**src/rtl/rv32_bus_pkg.sv**
```systemverilog
// Shared types and bus widths for the instruction/data memory-bus arbiter.
package rv32_bus_pkg;

    localparam int ADDR_W = 32;
    localparam int DATA_W = 32;
    localparam int MASK_W = 4;

    typedef enum logic {IDLE, BUSY} rv32_bus_state_t;
    typedef enum logic {OWNER_INSTR, OWNER_DATA} rv32_bus_owner_t;

endpackage

```
**src/rtl/rv32_bus_arbiter_if.sv**
```systemverilog
// External memory bus seen by the arbiter (master) and the memory (slave).
interface rv32_bus_arbiter_if;
    import rv32_bus_pkg::*;

    logic              mem_valid_out;
    logic              mem_write_out;
    logic [ADDR_W-1:0] mem_address_out;
    logic [DATA_W-1:0] mem_write_value_out;
    logic [MASK_W-1:0] mem_write_mask_out;
    logic              mem_ready_in;
    logic [DATA_W-1:0] mem_read_value_in;

    modport master (
        output mem_valid_out, mem_write_out, mem_address_out,
               mem_write_value_out, mem_write_mask_out,
        input  mem_ready_in, mem_read_value_in
    );

    modport slave (
        input  mem_valid_out, mem_write_out, mem_address_out,
               mem_write_value_out, mem_write_mask_out,
        output mem_ready_in, mem_read_value_in
    );

endinterface

```
**src/rtl/rv32_bus_watchdog.sv**
```systemverilog
// Counts unacknowledged bus cycles and flags the last one before abort.
module rv32_bus_watchdog #(
    parameter int TIMEOUT_CYCLES = 255
) (
    input  logic clk,
    input  logic reset_n,
    input  logic enable,
    input  logic clear,
    output logic timeout
);

    localparam int CW      = (TIMEOUT_CYCLES > 1) ? $clog2(TIMEOUT_CYCLES) : 1;
    localparam int LIMIT_I = (TIMEOUT_CYCLES > 0) ? TIMEOUT_CYCLES - 1 : 0;
    localparam logic [CW-1:0] LIMIT = CW'(LIMIT_I);

    logic [CW-1:0] cnt;

    always_ff @(posedge clk or negedge reset_n) begin
        if (!reset_n) begin
            cnt <= '0;
        end else if (clear) begin
            cnt <= '0;
        end else if (enable && cnt != LIMIT) begin
            cnt <= cnt + CW'(1);
        end
    end

    // A zero limit parameter disables the abort entirely
    assign timeout = (TIMEOUT_CYCLES != 0) && enable && (cnt == LIMIT);

endmodule

```
**src/rtl/rv32_bus_arbiter.sv**
```systemverilog
// Shares one memory bus between fetch and data ports; data has priority,
// bounded by a starvation limiter, with a watchdog abort on a silent bus.
//   state | meaning
//   IDLE  | no transaction outstanding; arbitrate current requests
//   BUSY  | mem_* request held until mem_ready_in or watchdog abort
module rv32_bus_arbiter
    import rv32_bus_pkg::*;
#(
    parameter int MAX_DATA_GRANTS = 4,
    parameter int TIMEOUT_CYCLES  = 255
) (
    input  logic              clk,
    input  logic              reset_n,
    input  logic              instr_read_in,
    input  logic [ADDR_W-1:0] instr_address_in,
    output logic              instr_ready_out,
    output logic              instr_error_out,
    output logic [DATA_W-1:0] instr_read_value_out,
    input  logic              data_read_in,
    input  logic              data_write_in,
    input  logic [ADDR_W-1:0] data_address_in,
    input  logic [DATA_W-1:0] data_write_value_in,
    input  logic [MASK_W-1:0] data_write_mask_in,
    output logic              data_ready_out,
    output logic              data_error_out,
    output logic [DATA_W-1:0] data_read_value_out,
    rv32_bus_arbiter_if.master mem
);

    localparam int SW = (MAX_DATA_GRANTS > 0) ? $clog2(MAX_DATA_GRANTS + 1) : 1;
    localparam logic [SW-1:0] STARVE_MAX = SW'(MAX_DATA_GRANTS);

    rv32_bus_state_t state;
    rv32_bus_owner_t owner;
    logic [SW-1:0]   starve_cnt;
    logic            data_req;
    logic            err_hold;
    logic            grant_data;
    logic            grant_instr;
    logic            timeout;

    assign data_req = data_read_in | data_write_in;
    // The cycle carrying an error pulse still sees the failed request held
    assign err_hold = instr_error_out | data_error_out;

    always_comb begin
        grant_data  = 1'b0;
        grant_instr = 1'b0;
        if (state == IDLE && !err_hold) begin
            if (data_req && !(instr_read_in && starve_cnt == STARVE_MAX)) begin
                grant_data = 1'b1;
            end else if (instr_read_in) begin
                grant_instr = 1'b1;
            end
        end
    end

    rv32_bus_watchdog #(
        .TIMEOUT_CYCLES(TIMEOUT_CYCLES)
    ) u_watchdog (
        .clk     (clk),
        .reset_n (reset_n),
        .enable  ((state == BUSY) && !mem.mem_ready_in),
        .clear   (state == IDLE),
        .timeout (timeout)
    );

    always_ff @(posedge clk or negedge reset_n) begin
        if (!reset_n) begin
            state                   <= IDLE;
            owner                   <= OWNER_INSTR;
            starve_cnt              <= '0;
            instr_error_out         <= 1'b0;
            data_error_out          <= 1'b0;
            mem.mem_valid_out       <= 1'b0;
            mem.mem_write_out       <= 1'b0;
            mem.mem_address_out     <= '0;
            mem.mem_write_value_out <= '0;
            mem.mem_write_mask_out  <= '0;
        end else begin
            instr_error_out <= 1'b0;
            data_error_out  <= 1'b0;
            case (state)
                IDLE: begin
                    if (grant_data) begin
                        state                   <= BUSY;
                        owner                   <= OWNER_DATA;
                        mem.mem_valid_out       <= 1'b1;
                        mem.mem_write_out       <= data_write_in;
                        mem.mem_address_out     <= data_address_in;
                        mem.mem_write_value_out <= data_write_value_in;
                        mem.mem_write_mask_out  <= data_write_in ? data_write_mask_in : '0;
                        if (!instr_read_in) begin
                            starve_cnt <= '0;
                        end else if (starve_cnt != STARVE_MAX) begin
                            starve_cnt <= starve_cnt + SW'(1);
                        end
                    end else if (grant_instr) begin
                        state                   <= BUSY;
                        owner                   <= OWNER_INSTR;
                        starve_cnt              <= '0;
                        mem.mem_valid_out       <= 1'b1;
                        mem.mem_write_out       <= 1'b0;
                        mem.mem_address_out     <= instr_address_in;
                        mem.mem_write_value_out <= '0;
                        mem.mem_write_mask_out  <= '0;
                    end
                end
                BUSY: begin
                    if (mem.mem_ready_in) begin
                        state             <= IDLE;
                        mem.mem_valid_out <= 1'b0;
                    end else if (timeout) begin
                        state             <= IDLE;
                        mem.mem_valid_out <= 1'b0;
                        instr_error_out   <= (owner == OWNER_INSTR);
                        data_error_out    <= (owner == OWNER_DATA);
                    end
                end
                default: state <= IDLE;
            endcase
        end
    end

    // Completion is combinational so the owner sees data in the ready cycle
    assign instr_ready_out      = (state == BUSY) && (owner == OWNER_INSTR) && mem.mem_ready_in;
    assign data_ready_out       = (state == BUSY) && (owner == OWNER_DATA) && mem.mem_ready_in;
    assign instr_read_value_out = mem.mem_read_value_in;
    assign data_read_value_out  = mem.mem_read_value_in;

endmodule

```
**src/flat_wrapper.sv**
```systemverilog
// flat-port wrapper written by rule: the top's interface ports become plain ports
module rv32_bus_arbiter_flat import rv32_bus_pkg::*;
#(
    parameter int MAX_DATA_GRANTS = 4,
    parameter int TIMEOUT_CYCLES  = 255
)
  (clk, reset_n, instr_read_in, instr_address_in, instr_ready_out, instr_error_out, instr_read_value_out, data_read_in, data_write_in, data_address_in, data_write_value_in, data_write_mask_in, data_ready_out, data_error_out, data_read_value_out, mem_mem_valid_out, mem_mem_write_out, mem_mem_address_out, mem_mem_write_value_out, mem_mem_write_mask_out, mem_mem_ready_in, mem_mem_read_value_in);
  rv32_bus_arbiter_if mem_i ();
  input  logic clk;
  input  logic reset_n;
  input  logic instr_read_in;
  input  logic [ADDR_W-1:0] instr_address_in;
  output logic instr_ready_out;
  output logic instr_error_out;
  output logic [DATA_W-1:0] instr_read_value_out;
  input  logic data_read_in;
  input  logic data_write_in;
  input  logic [ADDR_W-1:0] data_address_in;
  input  logic [DATA_W-1:0] data_write_value_in;
  input  logic [MASK_W-1:0] data_write_mask_in;
  output logic data_ready_out;
  output logic data_error_out;
  output logic [DATA_W-1:0] data_read_value_out;
  output wire logic [$bits(mem_i.mem_valid_out)-1:0] mem_mem_valid_out;
  output wire logic [$bits(mem_i.mem_write_out)-1:0] mem_mem_write_out;
  output wire logic [$bits(mem_i.mem_address_out)-1:0] mem_mem_address_out;
  output wire logic [$bits(mem_i.mem_write_value_out)-1:0] mem_mem_write_value_out;
  output wire logic [$bits(mem_i.mem_write_mask_out)-1:0] mem_mem_write_mask_out;
  input wire logic [$bits(mem_i.mem_ready_in)-1:0] mem_mem_ready_in;
  input wire logic [$bits(mem_i.mem_read_value_in)-1:0] mem_mem_read_value_in;
  assign mem_mem_valid_out = mem_i.mem_valid_out;
  assign mem_mem_write_out = mem_i.mem_write_out;
  assign mem_mem_address_out = mem_i.mem_address_out;
  assign mem_mem_write_value_out = mem_i.mem_write_value_out;
  assign mem_mem_write_mask_out = mem_i.mem_write_mask_out;
  assign mem_i.mem_ready_in = mem_mem_ready_in;
  assign mem_i.mem_read_value_in = mem_mem_read_value_in;
  rv32_bus_arbiter #(.MAX_DATA_GRANTS(MAX_DATA_GRANTS), .TIMEOUT_CYCLES(TIMEOUT_CYCLES)) u_core (.clk(clk), .reset_n(reset_n), .instr_read_in(instr_read_in), .instr_address_in(instr_address_in), .instr_ready_out(instr_ready_out), .instr_error_out(instr_error_out), .instr_read_value_out(instr_read_value_out), .data_read_in(data_read_in), .data_write_in(data_write_in), .data_address_in(data_address_in), .data_write_value_in(data_write_value_in), .data_write_mask_in(data_write_mask_in), .data_ready_out(data_ready_out), .data_error_out(data_error_out), .data_read_value_out(data_read_value_out), .mem(mem_i));
endmodule
```
**config.mk**
```make
export PLATFORM = sky130hd
export DESIGN_NAME = rv32_bus_arbiter_flat
export DESIGN_NICKNAME = d
export VERILOG_FILES = /design/src/rtl/rv32_bus_pkg.sv /design/src/rtl/rv32_bus_arbiter_if.sv /design/src/rtl/rv32_bus_watchdog.sv /design/src/rtl/rv32_bus_arbiter.sv /design/src/flat_wrapper.sv
export SDC_FILE = /design/constraint.sdc
export NUM_CORES = 1
export LEC_CHECK = 0
export CORE_ASPECT_RATIO = 0.75
export CORE_MARGIN = 2
export CORE_UTILIZATION = 37
export DETAILED_ROUTE_END_ITERATION = 10
export PLACE_DENSITY = 0.81
export SKIP_CTS_REPAIR_TIMING = 1
export SLEW_MARGIN = 30
export SYNTH_ARGS = -nofsm -noshare
export SYNTH_HDL_FRONTEND = slang
export SYNTH_SLANG_ARGS = --single-unit
```
**constraint.sdc**
```tcl
create_clock -name clk -period 3 [get_ports clk]
set_clock_uncertainty 0.2 [all_clocks]
set_input_delay 0.6 -clock clk [delete_from_list [all_inputs] [get_ports clk]]
set_output_delay 0.6 -clock clk [all_outputs]
set_load 0.02 [all_outputs]
```
# Word level (Yosys, flattened, before mapping)
# Cells that the tools add are included.
dict set report classes {
  n_addsub 2
  n_eq_ne 8
  muxes 37
  bitwise 4
  n_reduce_logical 17
}
# cell n
set op_table {}
lappend op_table {{two-way mux 32 bit} 4}
lappend op_table {{two-way mux 1 bit} 22}
lappend op_table {{two-way mux 8 bit} 2}
lappend op_table {{two-way mux 3 bit} 4}
lappend op_table {{two-way mux 4 bit} 3}
lappend op_table {{logical AND 1 bit} 10}
lappend op_table {{!= test 3 bit, second input constant} 3}
lappend op_table {{adder 8 x 1 -> 8 bit, second input constant} 1}
lappend op_table {{equality test 8 bit, second input constant} 1}
lappend op_table {{!= test 8 bit, second input constant} 1}
lappend op_table {{case mux 1 bit (2 select lines)} 2}
lappend op_table {{AND reduction 2 bit} 2}
lappend op_table {{adder 3 x 1 -> 3 bit, second input constant} 1}
lappend op_table {{equality test 3 bit, second input constant} 1}
lappend op_table {{logical NOT 1 bit} 3}
lappend op_table {{!= test 3 x 1 -> 1 bit, second input constant} 1}
lappend op_table {{AND reduction 3 bit} 1}
lappend op_table {{!= test 2 bit, second input constant} 1}
lappend op_table {{NOT 1 bit} 2}
lappend op_table {{bitwise OR 1 bit} 2}
lappend op_table {{nonzero test 2 bit} 1}
dict set report word_totals {
  register_bits 85
  input_bits 138
  out_inout_bits 138
  elab_cells 79
}

# Longest topological paths before layout
dict set report logic_depth {
  ltp_word 9
  depth_mapped 8
  depth_no_buf 5
}

# Modules after synthesis
# Synthesis repeated with hierarchy kept, for this count alone.
dict set report unflattened {
  hier_cells 429
  area_unflattened_um2 4521.8
}
# module n_inst cells_each area_per_inst_um2 seq_area_each_um2
set by_module_without_submodules {}
lappend by_module_without_submodules {rv32_bus_arbiter 1 375 3968.8 1926.8}
lappend by_module_without_submodules {rv32_bus_watchdog 1 54 553.0 200.2}

# Least setup slack after synthesis
# OpenSTA, ideal clock, no wires.
dict set report synth_path {
  kind {reg2reg}
  start {register u_core.data_error_out}
  end {register u_core.mem.mem_address_out[0]}
  setup_ns 0.126
  arrival_ns 1.871
  required_ns 2.674
  path_slack_ns 0.803
  stages_incl_launch_ff 7
  path_buffers 3
  period_less_slack_ns 2.197
  path_cell_list {dfrtp_1 > or3_1 > buf_6 > or3_1 > buf_2 > buf_6 > a221o_1}
}
dict set report synth_via {
  elab_chain_cells 6
  elab_cells_between_ends 8
  classes_between {3 x mux; 1 x bitwise; 4 x reduce/logical}
}
# item line
set synth_lines {}
lappend synth_lines {{start: declaration} rv32_bus_arbiter.sv:25} ;# output logic data_error_out,
lappend synth_lines {{start signal: assignment} rv32_bus_arbiter.sv:117} ;# data_error_out <= (owner == OWNER_DATA);
lappend synth_lines {{bitwise OR 1 bit (*)} rv32_bus_arbiter.sv:44} ;# assign err_hold = instr_error_out | data_error_out;
lappend synth_lines {{logical NOT 1 bit (*)} rv32_bus_arbiter.sv:49} ;# if (state == IDLE && !err_hold) begin
lappend synth_lines {{logical AND 1 bit (*)} rv32_bus_arbiter.sv:49}
lappend synth_lines {{two-way mux 1 bit} rv32_bus_arbiter.sv:49}
lappend synth_lines {{nonzero test 2 bit (no source line)} -}
lappend synth_lines {{AND reduction 2 bit (no source line)} -}
lappend synth_lines {{end signal: assignment} rv32_bus_arbiter.sv:90} ;# mem.mem_address_out <= data_address_in;
lappend synth_lines {{end signal: assignment} rv32_bus_arbiter.sv:104} ;# mem.mem_address_out <= instr_address_in;
lappend synth_lines {{end: declaration} rv32_bus_arbiter_if.sv:14} ;# output mem_valid_out, mem_write_out, mem_address_out,
# Mark *: on every way between the ends. The rest lies on a longest branch, timed or not.
# A chain may end at the register's enable or synchronous reset.

# Final worst setup path
dict set report layout_path {
  start {input mem_mem_ready_in}
  end {output instr_ready_out}
}
dict set report layout_via {
  elab_chain_cells 1
}
# item line
set layout_lines {}
lappend layout_lines {{start: declaration} flat_wrapper.sv:29} ;# input wire logic [$bits(mem_i.mem_ready_in)-1:0] mem_mem_ready_in;
lappend layout_lines {{logical AND 1 bit} rv32_bus_arbiter.sv:126} ;# assign instr_ready_out = (state == BUSY) && (owner == OWNER_INSTR) && mem.mem_ready_in;
lappend layout_lines {{end: declaration} flat_wrapper.sv:13} ;# output logic instr_ready_out;
# Every way passes these cells.

==> summary.txt <==
Setup path
  – CP max-delay cell: clkdlybuf4s50_1
  – Critical path endpoint category: output port
  – Critical path cell sequence: clkdlybuf4s50_1, inv_1, nor3_1, clkdlybuf4s50_1
  – Largest fanout on the critical path: 3
  – Critical path class: input port to output port
  – Top cell by count, worst path: clkdlybuf4s50_1
  – Worst EP required: 2.20 ns
  – Worst Path Arrival: 1.97 ns
  – Critical Path Start Type: input port
  – Critical path's largest stage delay: 0.63 ns
  – Crit path max-delay family: buffers and inverters
  – Worst Path Buf+Inv: 3

STA
  – Final worst slack: 0.2289 ns
  – Fin. Hold Viols: 0
  – Part of the cycle the worst path needs: 0.9237
  – Max_slew headroom: 0.5971
  – Count of pins over their slew limit: 0
  – Min cycle time layout: 2.771 ns
  – Unrepaired setup endpoints after global routing: false
  – Final Hold Slack: ~0.048 ns
  – Max Freq: 360.9 MHz
  – TNS Setup: 0 ns
  – Final Setup Violations: 0
  – Slew @ Worst Pin: 0.6023 ns

Cells and area
  – Util after Layout: 0.5345
  – Multi-input gate area in the final layout: 1635 sq um
  – Layout cells sized above 1: 0.06929
  – Final layout net count: 671
  – N_diodes: 0
  – Syn-to-layout area delta: 40.14%
  – Fill cells: 1,028
  – Register Area: about 2100 sq um

Logic synthesis
  – Yosys warns: 0
  – Number of flops mapped to enable cells by yosys: 0
  – Avg Inst Size Synth: 10.45 sq um
  – Post-synth cell types: 42
  – Syn Inst Count: ~420
  – Number of synthesized register bits: 85
  – Synth Cell Area: about 4400 sq um
  – Syn nets: between 500 and 600
  – Sequential element share of the synthesized area: 0.4802
  – Main synth FF type: dfrtp_1
  – Async set-or-reset flop fraction in the synthesized netlist: 1.000

Drt
  – Routed len/inst: 18.01 microns
  – Post-Route WL: 12.53 mm
  – Via density: 5.491
  – Drt first pass iters: 4
  – Drt drc: 0
  – DR iter-0 viols: 217
  – Via Count: between 3,000 and 4,000
  – Antenna Nets Post-Route: 0

Run status
  – Status: finished clean

Placement
  – Number of buffers added on ports: 179
  – Post-DP HPWL: between 8 and 9 mm
  – Pre-CTS setup slack: 0.2299 ns
  – GP Congestion: 0.8496

Global route
  – Grt total ovfl: 0
  – Vias in the first global route: 3,828
  – GR Util All Layers: 0.1916
  – Initial antenna violation count: 0
  – Maximum number of pins on one net before global-route repair: 43
  – First-pass GRT wire length: 19.67 mm

Power
  – Pwr Density: 984.3 nW/um^2
  – Leakage power: 2.648 nW
  – Peak VDD IR: 0.4329 mV
  – Pwr Total: 6.110 mW

Clocking
  – Cts bufs inserted: 9
  – TritonCTS Sinks: 85
  – CTS clk-pin slew, worst paths: ~0.060 ns
  – Maximum root-to-sink buffer count: 2
  – H-tree depth: 3
  – CTS tree: yes
  – CTS root buf: clkbuf_16
  – Skew-Pair Late Insertion Delay: 0.33 ns

Floorplan
  – # IOs: 276
  – Die Wd: 130.3 microns
  – Die Ht: about 99 microns
  – Starting Density: 0.3814
  – Die footprint: 12,870 sq um
  – Cell row count: 34
  – Core area: 11,610 sq um

Worst hold path
  – HP Class: input port to asynchronous set/reset pin

Flow run
  – # Max-Cap Violations: 0
## cell type report
cell class / count / area share
clock buffer: 10 / 0.03850
clock inverter: 6 / 0.007660
inverter: 8 / 0.004838
multi-input combinational: 230 / 0.2635
sequential: 85 / 0.3427
tap: 162 / 0.03265
timing repair buffer: 195 / 0.3102
## cell usage in the layout (no fill, tap or decap), drive strengths merged, types with 2 or more instances in the layout
cell type,instances
a21oi,2
a221o,32
a22o,33
a2bb2oi,2
a32o,5
and3,37
buf,17
clkbuf,10
clkdlybuf4s50,178
clkinvlp,4
dfrtp,85
ha,4
inv,9
mux2i,2
nand2,10
nand2b,2
nand3,2
nand3b,3
nor2,2
nor3,36
nor4,4
o21ai,33
o311a,2
or3,3
## cell families (layout without fill, tap and decap cells)
group / count (synthesis) / count (layout) / share of synthesized area
flip-flops: 85 / 85 / 0.4802
adder cells (fa/ha/maj): 4 / 4 / 0.01130
AND/OR/NAND/NOR: 104 / 104 / 0.1325
AO/OA/AOI/OAI: 120 / 120 / 0.2178
buffers and inverters: 109 / 219 / 0.1537
multiplexers: 2 / 2 / 0.004520
## cell usage after synthesis, drive strengths merged (4+ instances only)
library cell	count	area, sq um
a221o	32	320.3
a22o	33	289.0
a32o	5	50.05
and3	37	231.5
buf	71	538.0
clkbuf	30	112.6
dfrtp	85	2127
ha	4	50.05
inv	8	30.03
nand2	10	37.54
nor3	36	185.2
nor4	4	25.02
o21ai	33	165.2
## power by group
part	switching, mW	leakage (nW)	total (mW)	internal, mW
combinational	1.51	1.47	3.05	1.54
sequential	0.344	1.05	2.01	1.66
clock	0.464	0.127	1.05	0.588
## flip-flops by register name (all words and copies together), names as in the netlist
name / flops
u_core.u_watchdog.cnt: 8
u_core.data_error_out: 1
u_core.mem.mem_write_out: 1
u_core.starve_cnt: 3
u_core.mem.mem_write_value_out: 32
u_core.mem.mem_address_out: 32
u_core.owner: 1
u_core.mem.mem_valid_out: 1
u_core.state: 1
u_core.mem.mem_write_mask_out: 4
u_core.instr_error_out: 1
## metal layers
layer / up-vias / track usage / share of wire
met4: 0 / 0.05728 / 0.015
met1: 1889 / 0.2678 / 0.45
met3: 21 / 0.04995 / 0.070
met2: 174 / 0.2940 / 0.47
met5: - / 0 / 0
li1: 1738 / - / -
## per-stage QoR
stage          instances  cell area [sq um]
3_5_place_dp         680               5921
5_1_grt              696               6207
3_3_place_gp         679               5909
2_1_floorplan        424               4429
4_1_cts              696               6207
6_report             696               6207
## path summary, 6_finish.rpt
kind / start / endpoint / slack, ns / cells past startpoint
worst max-delay path: mem_mem_ready_in / instr_ready_out / 0.23 / 4
worst min-delay path: reset_n / u_core.mem.mem_address_out[18] / 0.05 / 1
worst max register to register: u_core.data_error_out / u_core.mem.mem_address_out[8] / 0.55 / 5
worst min register to register: u_core.mem.mem_write_value_out[13] / u_core.mem.mem_write_value_out[13] / 0.30 / 1
max in group asynchronous: reset_n / u_core.mem.mem_write_value_out[26] / 1.85 / 2
min in group clk: u_core.mem.mem_write_value_out[13] / u_core.mem.mem_write_value_out[13] / 0.30 / 1
No activity file was read; power rests on OpenSTA's default activity.
